<file path="config.mk">
export PLATFORM = sky130hd
export DESIGN_NAME = cache_refill_controller_flat
export DESIGN_NICKNAME = d
export VERILOG_FILES = /design/src/rtl/cache_refill_controller_pkg.sv /design/src/rtl/cache_refill_controller_if.sv /design/src/rtl/cache_refill_controller_miss_line_buffer.sv /design/src/rtl/cache_refill_controller.sv /design/src/flat_wrapper.sv
export SDC_FILE = /design/constraint.sdc
export NUM_CORES = 2
export LEC_CHECK = 0
export CAP_MARGIN = 20
export CELL_PAD_IN_SITES_DETAIL_PLACEMENT = 0
export CELL_PAD_IN_SITES_GLOBAL_PLACEMENT = 1
export CORE_AREA = 2 2 470 472
export CTS_CLUSTER_DIAMETER = 60
export DETAILED_ROUTE_END_ITERATION = 10
export DIE_AREA = 0 0 472 474
export GPL_TIMING_DRIVEN = 1
export PLACE_DENSITY = 0.57
export SETUP_SLACK_MARGIN = 0.1
export SYNTH_ARGS = -nofsm -noshare
export SYNTH_HDL_FRONTEND = slang
export SYNTH_SLANG_ARGS = --single-unit
</file>
<file path="constraint.sdc">
create_clock -name clk -period 4.6 [get_ports clk]
set_clock_uncertainty 0.2 [all_clocks]
set_input_delay 0.69 -clock clk [delete_from_list [all_inputs] [get_ports clk]]
set_output_delay 0.69 -clock clk [all_outputs]
set_load 0.01 [all_outputs]
</file>
<file path="src/rtl/cache_refill_controller_pkg.sv">
// Shared definitions for the cache refill controller: FSM encoding, line field
// offsets and address helpers.
package cache_refill_controller_pkg;

    typedef enum logic [1:0] {
        ST_IDLE,
        ST_WB,
        ST_FILL,
        ST_COMMIT
    } state_e;

    // Line layout is {tag, data, valid, dirty} with dirty at bit 0.
    localparam int DIRTY_BIT = 0;
    localparam int VALID_BIT = 1;
    localparam int DATA_LSB  = 2;

    function automatic int tag_lsb(input int block_offset);
        return DATA_LSB + (8 << block_offset);
    endfunction

    function automatic logic [63:0] addr_tag(input logic [63:0] addr,
                                             input int index_bits,
                                             input int block_offset);
        return addr >> (index_bits + block_offset);
    endfunction

    function automatic logic [63:0] addr_index(input logic [63:0] addr,
                                               input int block_offset,
                                               input int index_bits);
        return (addr >> block_offset) & ((64'd1 << index_bits) - 64'd1);
    endfunction

    function automatic logic [63:0] line_base(input logic [63:0] tag,
                                              input logic [63:0] index,
                                              input int index_bits,
                                              input int block_offset);
        return (tag << (index_bits + block_offset)) | (index << block_offset);
    endfunction

endpackage

</file>
<file path="src/rtl/cache_refill_controller_if.sv">
// Cache-side and memory-bus-side signals of the refill controller. The
// controller connects through the master modport, its environment through slave.
interface cache_refill_controller_if #(
    parameter int WORD_SIZE    = 32,
    parameter int ADDR_BITS    = 32,
    parameter int INDEX_BITS   = 5,
    parameter int BLOCK_OFFSET = 6
) ();
    localparam int TAG_BITS    = ADDR_BITS - INDEX_BITS - BLOCK_OFFSET;
    localparam int LINE_LENGTH = TAG_BITS + 8 * (2 ** BLOCK_OFFSET) + 2;

    logic                   miss_req;
    logic [ADDR_BITS-1:0]   miss_addr;
    logic [LINE_LENGTH-1:0] victim_line;
    logic [LINE_LENGTH-1:0] fill_line;
    logic                   fill_we;
    logic                   miss_done;
    logic                   busy;
    logic [ADDR_BITS-1:0]   ext_addr;
    logic [WORD_SIZE-1:0]   ext_wdata;
    logic [WORD_SIZE-1:0]   ext_rdata;
    logic                   ext_re;
    logic                   ext_wr;
    logic                   ext_ack;

    modport master (
        input  miss_req, miss_addr, victim_line, ext_rdata, ext_ack,
        output fill_line, fill_we, miss_done, busy,
               ext_addr, ext_wdata, ext_re, ext_wr
    );

    modport slave (
        output miss_req, miss_addr, victim_line, ext_rdata, ext_ack,
        input  fill_line, fill_we, miss_done, busy,
               ext_addr, ext_wdata, ext_re, ext_wr
    );

endinterface

</file>
<file path="src/rtl/cache_refill_controller_miss_line_buffer.sv">
// One-line word buffer: parallel load of the victim, indexed fill writes, an
// indexed read for write-back and a whole-line view that includes a pending write.
module miss_line_buffer #(
    parameter int WORD_SIZE      = 32,
    parameter int WORDS_PER_LINE = 16,
    parameter int IDX_W          = $clog2(WORDS_PER_LINE)
) (
    input  logic                                clk,
    input  logic                                load_i,
    input  logic [WORDS_PER_LINE*WORD_SIZE-1:0] load_data_i,
    input  logic                                wr_en_i,
    input  logic [IDX_W-1:0]                    wr_idx_i,
    input  logic [WORD_SIZE-1:0]                wr_data_i,
    input  logic [IDX_W-1:0]                    rd_idx_i,
    output logic [WORD_SIZE-1:0]                rd_data_o,
    output logic [WORDS_PER_LINE*WORD_SIZE-1:0] line_o
);

    logic [WORD_SIZE-1:0] mem_q [WORDS_PER_LINE];

    always_ff @(posedge clk) begin
        if (load_i) begin
            for (int i = 0; i < WORDS_PER_LINE; i++) begin
                mem_q[i] <= load_data_i[i*WORD_SIZE +: WORD_SIZE];
            end
        end else if (wr_en_i) begin
            mem_q[wr_idx_i] <= wr_data_i;
        end
    end

    assign rd_data_o = mem_q[rd_idx_i];

    // Bypass lets the final fill word join the committed line on the same edge.
    always_comb begin
        line_o = '0;
        for (int i = 0; i < WORDS_PER_LINE; i++) begin
            if (wr_en_i && (wr_idx_i == IDX_W'(i))) begin
                line_o[i*WORD_SIZE +: WORD_SIZE] = wr_data_i;
            end else begin
                line_o[i*WORD_SIZE +: WORD_SIZE] = mem_q[i];
            end
        end
    end

endmodule

</file>
<file path="src/rtl/cache_refill_controller.sv">
// Miss handler: optional dirty-victim write-back burst, line refill over a
// per-word acked bus, then a one-cycle commit of the new line into the cache.
module cache_refill_controller
    import cache_refill_controller_pkg::*;
#(
    parameter int WORD_SIZE    = 32,
    parameter int ADDR_BITS    = 32,
    parameter int INDEX_BITS   = 5,
    parameter int BLOCK_OFFSET = 6
) (
    input logic                       clk,
    input logic                       rst_n,
    cache_refill_controller_if.master bus
);

    localparam int BYTES_PER_WORD = WORD_SIZE / 8;
    localparam int WORDS_PER_LINE = (2 ** BLOCK_OFFSET) / BYTES_PER_WORD;
    localparam int TAG_BITS       = ADDR_BITS - INDEX_BITS - BLOCK_OFFSET;
    localparam int DATA_BITS      = 8 * (2 ** BLOCK_OFFSET);
    localparam int LINE_LENGTH    = TAG_BITS + DATA_BITS + 2;
    localparam int CNT_W          = $clog2(WORDS_PER_LINE);
    localparam int TAG_LSB        = tag_lsb(BLOCK_OFFSET);

    state_e                 state_q;
    logic [CNT_W-1:0]       cnt_q;
    logic [ADDR_BITS-1:0]   miss_base_q;
    logic [LINE_LENGTH-1:0] fill_line_q;
    logic                   fill_we_q;
    logic                   miss_done_q;
    logic                   busy_q;
    logic [ADDR_BITS-1:0]   ext_addr_q;
    logic [WORD_SIZE-1:0]   ext_wdata_q;
    logic                   ext_re_q;
    logic                   ext_wr_q;

    logic [TAG_BITS-1:0]    victim_tag;
    logic [63:0]            miss_index;
    logic [ADDR_BITS-1:0]   miss_base_d;
    logic [ADDR_BITS-1:0]   victim_base_d;
    logic                   victim_wb;
    logic                   accept;
    logic                   fill_wr;
    logic                   last_word;
    logic [WORD_SIZE-1:0]   wb_word;
    logic [DATA_BITS-1:0]   line_data;

    assign victim_tag    = bus.victim_line[TAG_LSB +: TAG_BITS];
    assign victim_wb     = bus.victim_line[VALID_BIT] & bus.victim_line[DIRTY_BIT];
    assign miss_index    = addr_index(64'(bus.miss_addr), BLOCK_OFFSET, INDEX_BITS);
    assign miss_base_d   = ADDR_BITS'(line_base(addr_tag(64'(bus.miss_addr), INDEX_BITS, BLOCK_OFFSET),
                                                miss_index, INDEX_BITS, BLOCK_OFFSET));
    assign victim_base_d = ADDR_BITS'(line_base(64'(victim_tag), miss_index, INDEX_BITS, BLOCK_OFFSET));
    assign accept        = (state_q == ST_IDLE) && bus.miss_req;
    assign fill_wr       = (state_q == ST_FILL) && bus.ext_ack;
    assign last_word     = (cnt_q == CNT_W'(WORDS_PER_LINE - 1));

    miss_line_buffer #(
        .WORD_SIZE      (WORD_SIZE),
        .WORDS_PER_LINE (WORDS_PER_LINE)
    ) u_buf (
        .clk         (clk),
        .load_i      (accept),
        .load_data_i (bus.victim_line[DATA_LSB +: DATA_BITS]),
        .wr_en_i     (fill_wr),
        .wr_idx_i    (cnt_q),
        .wr_data_i   (bus.ext_rdata),
        .rd_idx_i    (cnt_q + CNT_W'(1)),
        .rd_data_o   (wb_word),
        .line_o      (line_data)
    );

    always_ff @(posedge clk or negedge rst_n) begin
        if (!rst_n) begin
            state_q     <= ST_IDLE;
            cnt_q       <= '0;
            miss_base_q <= '0;
            fill_line_q <= '0;
            fill_we_q   <= 1'b0;
            miss_done_q <= 1'b0;
            busy_q      <= 1'b0;
            ext_addr_q  <= '0;
            ext_wdata_q <= '0;
            ext_re_q    <= 1'b0;
            ext_wr_q    <= 1'b0;
        end else begin
            fill_we_q   <= 1'b0;
            miss_done_q <= 1'b0;
            case (state_q)
                ST_IDLE: begin
                    if (bus.miss_req) begin
                        miss_base_q <= miss_base_d;
                        cnt_q       <= '0;
                        busy_q      <= 1'b1;
                        if (victim_wb) begin
                            state_q     <= ST_WB;
                            ext_wr_q    <= 1'b1;
                            ext_addr_q  <= victim_base_d;
                            // Word 0 comes straight from the input; the buffer loads on this edge.
                            ext_wdata_q <= bus.victim_line[DATA_LSB +: WORD_SIZE];
                        end else begin
                            state_q    <= ST_FILL;
                            ext_re_q   <= 1'b1;
                            ext_addr_q <= miss_base_d;
                        end
                    end
                end
                ST_WB: begin
                    if (bus.ext_ack) begin
                        if (last_word) begin
                            state_q    <= ST_FILL;
                            cnt_q      <= '0;
                            ext_addr_q <= miss_base_q;
                            ext_wr_q   <= 1'b0;
                            ext_re_q   <= 1'b1;
                        end else begin
                            cnt_q       <= cnt_q + CNT_W'(1);
                            ext_addr_q  <= ext_addr_q + ADDR_BITS'(BYTES_PER_WORD);
                            ext_wdata_q <= wb_word;
                        end
                    end
                end
                ST_FILL: begin
                    if (bus.ext_ack) begin
                        if (last_word) begin
                            state_q     <= ST_COMMIT;
                            cnt_q       <= '0;
                            ext_re_q    <= 1'b0;
                            fill_we_q   <= 1'b1;
                            miss_done_q <= 1'b1;
                            fill_line_q <= {miss_base_q[ADDR_BITS-1 -: TAG_BITS], line_data, 1'b1, 1'b0};
                        end else begin
                            cnt_q      <= cnt_q + CNT_W'(1);
                            ext_addr_q <= ext_addr_q + ADDR_BITS'(BYTES_PER_WORD);
                        end
                    end
                end
                default: begin
                    state_q <= ST_IDLE;
                    busy_q  <= 1'b0;
                end
            endcase
        end
    end

    assign bus.fill_line = fill_line_q;
    assign bus.fill_we   = fill_we_q;
    assign bus.miss_done = miss_done_q;
    assign bus.busy      = busy_q;
    assign bus.ext_addr  = ext_addr_q;
    assign bus.ext_wdata = ext_wdata_q;
    assign bus.ext_re    = ext_re_q;
    assign bus.ext_wr    = ext_wr_q;

endmodule

</file>
<file path="src/flat_wrapper.sv">
// flat-port wrapper written by rule: the top's interface ports become plain ports
module cache_refill_controller_flat import cache_refill_controller_pkg::*;
#(
    parameter int WORD_SIZE    = 32,
    parameter int ADDR_BITS    = 32,
    parameter int INDEX_BITS   = 5,
    parameter int BLOCK_OFFSET = 6
)
  (clk, rst_n, bus_miss_req, bus_miss_addr, bus_victim_line, bus_ext_rdata, bus_ext_ack, bus_fill_line, bus_fill_we, bus_miss_done, bus_busy, bus_ext_addr, bus_ext_wdata, bus_ext_re, bus_ext_wr);
  cache_refill_controller_if #(.WORD_SIZE(WORD_SIZE), .ADDR_BITS(ADDR_BITS), .INDEX_BITS(INDEX_BITS), .BLOCK_OFFSET(BLOCK_OFFSET)) bus_i ();
  input logic clk;
  input logic rst_n;
  input wire logic [$bits(bus_i.miss_req)-1:0] bus_miss_req;
  input wire logic [$bits(bus_i.miss_addr)-1:0] bus_miss_addr;
  input wire logic [$bits(bus_i.victim_line)-1:0] bus_victim_line;
  input wire logic [$bits(bus_i.ext_rdata)-1:0] bus_ext_rdata;
  input wire logic [$bits(bus_i.ext_ack)-1:0] bus_ext_ack;
  output wire logic [$bits(bus_i.fill_line)-1:0] bus_fill_line;
  output wire logic [$bits(bus_i.fill_we)-1:0] bus_fill_we;
  output wire logic [$bits(bus_i.miss_done)-1:0] bus_miss_done;
  output wire logic [$bits(bus_i.busy)-1:0] bus_busy;
  output wire logic [$bits(bus_i.ext_addr)-1:0] bus_ext_addr;
  output wire logic [$bits(bus_i.ext_wdata)-1:0] bus_ext_wdata;
  output wire logic [$bits(bus_i.ext_re)-1:0] bus_ext_re;
  output wire logic [$bits(bus_i.ext_wr)-1:0] bus_ext_wr;
  assign bus_i.miss_req = bus_miss_req;
  assign bus_i.miss_addr = bus_miss_addr;
  assign bus_i.victim_line = bus_victim_line;
  assign bus_i.ext_rdata = bus_ext_rdata;
  assign bus_i.ext_ack = bus_ext_ack;
  assign bus_fill_line = bus_i.fill_line;
  assign bus_fill_we = bus_i.fill_we;
  assign bus_miss_done = bus_i.miss_done;
  assign bus_busy = bus_i.busy;
  assign bus_ext_addr = bus_i.ext_addr;
  assign bus_ext_wdata = bus_i.ext_wdata;
  assign bus_ext_re = bus_i.ext_re;
  assign bus_ext_wr = bus_i.ext_wr;
  cache_refill_controller #(.WORD_SIZE(WORD_SIZE), .ADDR_BITS(ADDR_BITS), .INDEX_BITS(INDEX_BITS), .BLOCK_OFFSET(BLOCK_OFFSET)) u_core (.clk(clk), .rst_n(rst_n), .bus(bus_i));
endmodule
</file>
# After elaboration in Yosys (flattened, before gate mapping)

Memory sizes are Yosys's and may differ from the RTL's. A register that Yosys moved wholly into a read port is not among the register bits.
Cells that the tools add are included.

Flip-flop bits (word level): 640
Logic and storage cells: 156
Bits of input ports: 603
Memories kept: 1
RAM bits: 512
Output and inout port bits: 604

Memory list:

| memory             | words | bits a word | rd ports | clocked after memory_dff | wr ports | line                                           | text |
|---|---|---|---|---|---|---|---|
| u_core.u_buf.mem_q | 16    | 32          | 17       | 16                       | 16       | cache_refill_controller_miss_line_buffer.sv:19 | `logic [WORD_SIZE-1:0] mem_q [WORDS_PER_LINE];` |

Reduce and logical (&&, ||, !) cells: 50
Bitwise logic cells: 4
Eq/ne operators: 27
Add/sub/neg operators: 2
Multiplexer cells: 62

Operator list:

| kind                  | count |
|---|---|
| $mux 32               | 27 |
| $pmux 32 s3           | 1 |
| $or 32x11->32         | 2 |
| $pmux 32 s2           | 1 |
| $add 32x3->32 const B | 1 |
| $eq 4x4->1 const B    | 8 |
| $reduce_or 32->1      | 1 |
| $reduce_and 5->1      | 4 |
| $logic_and 1x1->1     | 18 |
| $mux 1                | 18 |
| $eq 4x3->1 const B    | 4 |
| $logic_not 1->1       | 16 |
| $mux 4                | 4 |
| $mux 2                | 6 |
| $ne 2x2->1 const B    | 6 |
| $eq 4x2->1 const B    | 2 |
| $ne 2x1->1 const B    | 4 |
| $pmux 4 s2            | 1 |
| $reduce_and 7->1      | 1 |
| $pmux 2 s3            | 1 |
| $reduce_and 3->1      | 2 |
| $add 4x1->4 const B   | 1 |
| $eq 4x1->1 const B    | 1 |
| $logic_not 4->1       | 1 |
| other kinds (11)      | 14 |

# Logic depth before layout (Yosys ltp)

Depth after elaboration: 7
Depth in mapped cells: 11
Depth with buffers taken out: 7

# Cells and area by module

A second synthesis with hierarchy kept.

Cells, all modules: 3775
Area, all modules: 57074.7 um2

Modules (own cells, without submodules):

| module                  | times used | cells an instance | area an instance (um2) | sequential area each (um2) |
|---|---|---|---|---|
| miss_line_buffer        | 1          | 2071              | 31789.2                | 15374.7 |
| cache_refill_controller | 1          | 1704              | 25285.5                | 15815.2 |

# Least setup slack after synthesis

Ideal clock, no wire load.

Path type: reg-to-reg
From: register u_core.cnt_q[0]
To: memory u_core.u_buf.mem_q[14][0] (enable)
Arrival: 2.258 ns
Stages on the path, launching flop included: 11
Required time: 3.922 ns
Slack: 1.665 ns
Cells stage by stage: dfrtp_1 -> buf_2 -> buf_6 -> buf_4 -> inv_1 -> ha_1 -> and2_1 -> buf_4 -> nand3_4 -> buf_6 -> nand2_1

RTL lines:

| what                   | line                                           | text |
|---|---|---|
| start, declared        | cache_refill_controller.sv:25                  | `logic [CNT_W-1:0] cnt_q;` |
| start signal, assigned | cache_refill_controller.sv:116                 | `cnt_q <= cnt_q + CNT_W'(1);` |
| start signal, assigned | cache_refill_controller.sv:132                 | `cnt_q <= cnt_q + CNT_W'(1);` |
| end, declared          | cache_refill_controller_miss_line_buffer.sv:19 |  |

# Worst setup path in the final report

From: register u_core.cnt_q[0]
To: register u_core.ext_wdata_q[22] (netlist: u_core.bus.ext_wdata[22])

Longest elaborated chain between the ends: 5

RTL lines:

| what                 | line                           | text |
|---|---|---|
| $add 4x1->4          | cache_refill_controller.sv:67  | `.rd_idx_i (cnt_q + CNT_W'(1)),` |
| $mem_v2 16x32        | n/a                            |  |
| $mux 32              | cache_refill_controller.sv:109 | `if (last_word) begin` |
| $mux 32              | cache_refill_controller.sv:108 | `if (bus.ext_ack) begin` |
| $pmux 32 s2          | cache_refill_controller.sv:88  | `case (state_q)` |
| end signal, assigned | cache_refill_controller.sv:99  | `ext_wdata_q <= bus.victim_line[DATA_LSB +: WORD_SIZE];` |
| end signal, assigned | cache_refill_controller.sv:118 | `ext_wdata_q <= wb_word;` |
| end, declared        | cache_refill_controller.sv:32  | `logic [WORD_SIZE-1:0] ext_wdata_q;` |

Several ways; a longest one is shown, not always the timed one. The select of a mux whose other input is x is not followed.
A chain may end at the register's enable or synchronous reset.

==> results_dict.tcl <==
set metrics [dict create \
    clock_sinks 1144 \
    dp_hpwl_um 216000 \
    wl_per_cell_um 33.8 \
    clk_transition_reported_paths_ns 0.06 \
    async_reset_ff_frac 0.552 \
    cts_root_buffer "clkbuf_16" \
    synth_area_sq_um 51900 \
    critPathMaxFanout 37 \
    cpPeakStageDelay_ns 0.70 \
    min_period_ns 3.69 \
    row_count 172 \
    grt_pass1_wl_um 383000 \
    drt_iter0_drc 3863 \
    status "finished, final reports clean" \
    seq_area_sq_um 31200 \
    relSlewSlack 0.228 \
    hold_slack_ns 0.245 \
    area_delta_synth_final_pct 40.6 \
    overflow 0 \
    path_cells "inv_1 > ha_4 > buf_12 > mux4_2 > mux2i_1 > o21ai_1 > o22a_1" \
    pre_cts_ws_ns 0.714 \
    synthTopCellsByCount "1,693 x nand2_1, 632 x dfrtp_1, 512 x edfxtp_1, 410 x mux2_2, 128 x mux4_2" \
    die_y_um 474 \
    p_leak_uw 0.0304 \
    multiInputGateArea_sq_um 19000 \
    cp.buffers_inverters 2 \
    cp_top_family "multiplexers" \
    slew_violations 0 \
    fillers 22100 \
    wirelength_um 290000 \
    synth_area_per_cell_sq_um 11.9 \
    timing.critical_path.to_type "register" \
    grt_max_degree 167 \
    maxCapViolations 0 \
    num_io_pins 1207 \
    crit_type "reg -> reg" \
    yosysWarnings 0 \
    yosysTopAreaCellShare 0.305 \
    dieArea_sq_um 224000 \
    nets 6150 \
    vias 41300 \
    p_per_area_nw_per_um2 505 \
    postRouteAntennaNets 0 \
    vias_per_cell 4.81 \
    hold_class "reg -> reg" \
    synth_area_leader_cell "dfrtp_1" \
    cts_buffers 159 \
    drt_drc_violations_left 0 \
    htree_levels 4 \
    antenna_found_initial 122 \
    worst_slack_ns 0.912 \
    setup_viol 0 \
    arrival_ns 4.19 \
    worst-slew-pin-transition_ns 1.15 \
    io_buffers 1197 \
    max_freq_mhz 271 \
    ys_ff_latch 1144 \
    synth.distinct_cells 74 \
    grt_pass1_vias 41600 \
    seq_area_frac_synth 0.602 \
    yosysMostFrequentCell "nand2_1" \
    synthTopCellsByArea "dfrtp_1 30%, edfxtp_1 30%, nand2_1 12%" \
    design.core.area_sq_um 219000 \
    dr.pass1.iters 6 \
    synth_edf_count 512 \
    fin_area_sq_um 72900 \
    routabilityCongestion 0.895 \
    start_util 0.237 \
    netlist_instances 4342 \
    hold_viol_final 0 \
    synth_flop_cell "dfrtp_1" \
    clk_path_buf_depth 3 \
    cp.required_ns 5.10 \
    dpl-instance-area_sq_um 67500 \
    critPathLaunchType "register" \
    cts_tree "built" \
    ir_drop_mv 0.412 \
    drive_gt1_frac 0.182 \
    min_period_over_period 0.802 \
    cp_slowest_cell "dfrtp_4" \
    setup_tns_ns 0 \
    rsz0062_at_grt "no" \
    clkLatencyLatePin_ns 0.83 \
    chipWidth_um 472 \
    track_usage 0.252 \
]
## per-stage QoR
stage / cells / util / power (uW)
2_1_floorplan: 4344 / - / 18500
3_3_place_gp: 8245 / 0.308 / 24400
3_5_place_dp: 8246 / 0.308 / 24400
4_1_cts: 8543 / 0.333 / 37200
5_1_grt: 8564 / 0.333 / 38100
6_report: 8581 / 0.333 / 36800
## registers in the layout, indices dropped and copies added, names as in the netlist
signal,flops
u_core.bus.busy,1
u_core.bus.ext_addr,30
u_core.bus.ext_re,1
u_core.bus.ext_wdata,32
u_core.bus.ext_wr,1
u_core.bus.fill_line,534
u_core.bus.fill_we,1
u_core.cnt_q,4
u_core.miss_base_q,26
u_core.state_q,2
u_core.u_buf.mem_q,512
## cells by family (layout without fill, tap and decap cells)
kind of cell	count (synthesis)	count (layout)	share of synthesized area
AOI/OAI and AO/OA	264	264	0.0350
other	1	40	0.0000723
adders and majority gates	9	9	0.00217
muxes	703	703	0.183
and+or+nand+nor	1865	1865	0.143
xor gates and xnor gates	5	5	0.000844
DFF	1144	1144	0.602
buffers and inverters	351	1680	0.0346
## worst reg2reg max path: cells and delay by family (launching register included)
| kind | cells | cell delay, ns |
|---|---|---|
| DFF | 1 | 0.70 |
| buffers and inverters | 2 | 0.59 |
| AOI/OAI and AO/OA | 2 | 0.30 |
| adders and majority gates | 1 | 0.65 |
| muxes | 2 | 1.15 |
## cell usage in the layout (no fill, tap or decap), types with 40 or more instances in the layout
cell / n
buf_4: 101
mux2_4: 58
mux2i_1: 67
dfrtp_1: 631
nor2_1: 57
mux2_2: 410
clkdlybuf4s50_1: 1193
mux4_2: 128
nand2_1: 1677
mux2_1: 40
clkbuf_1: 46
edfxtp_1: 512
clkbuf_16: 160
inv_1: 48
## repair_timing
item | 4_1_cts | 5_1_grt
buffers inserted | 0 | 0
hold buffers | 1 | 0
gates resized for setup | 0 | 0
endpoints found under the hold margin | 50 | 0
## cell type report
type                            count  area share
Clock inverter                     68      0.0115
Tap cell                         2871      0.0493
Clock buffer                      228      0.0614
Sequential cell                  1144       0.428
Timing Repair Buffer             1335       0.185
Inverter                           49     0.00263
Multi-Input combinational cell   2849       0.261
Antenna cell                       37     0.00127
## routing by layer
| layer | global-route usage | share of wire | vias to the layer above |
|---|---|---|---|
| met5 | 0 | 0.0011 | - |
| met1 | 0.330 | 0.42 | 21400 |
| met3 | 0.0736 | 0.087 | 361 |
| met4 | 0.0821 | 0.031 | 48 |
| li1 | - | - | 17500 |
| met2 | 0.399 | 0.46 | 1974 |
## final timing paths
| path | slack (ns) | end | depth (start not counted) | startpoint |
|---|---|---|---|---|
| setup reg to reg | 0.91 | u_core.bus.ext_wdata[22] | 7 | u_core.cnt_q[0] |
| hold / removal | 0.25 | u_core.bus.fill_line[84] | 2 | u_core.u_buf.mem_q[2][18] |
| setup / recovery | 0.91 | u_core.bus.ext_wdata[22] | 7 | u_core.cnt_q[0] |
| min in group asynchronous | 0.29 | u_core.bus.fill_line[518] | 2 | rst_n |
| max in group asynchronous | 2.48 | u_core.bus.fill_line[377] | 3 | rst_n |
| hold reg to reg | 0.25 | u_core.bus.fill_line[84] | 2 | u_core.u_buf.mem_q[2][18] |
## report_power, final
group / switching [uW] / total [uW] / leakage (uW) / internal [uW]
sequential: 1290 / 13800 / 0.0134 / 12500
combinational: 6310 / 10400 / 0.0145 / 4070
clock: 5210 / 12700 / 0.00257 / 7460
No activity file was read; power rests on OpenSTA's default activity.
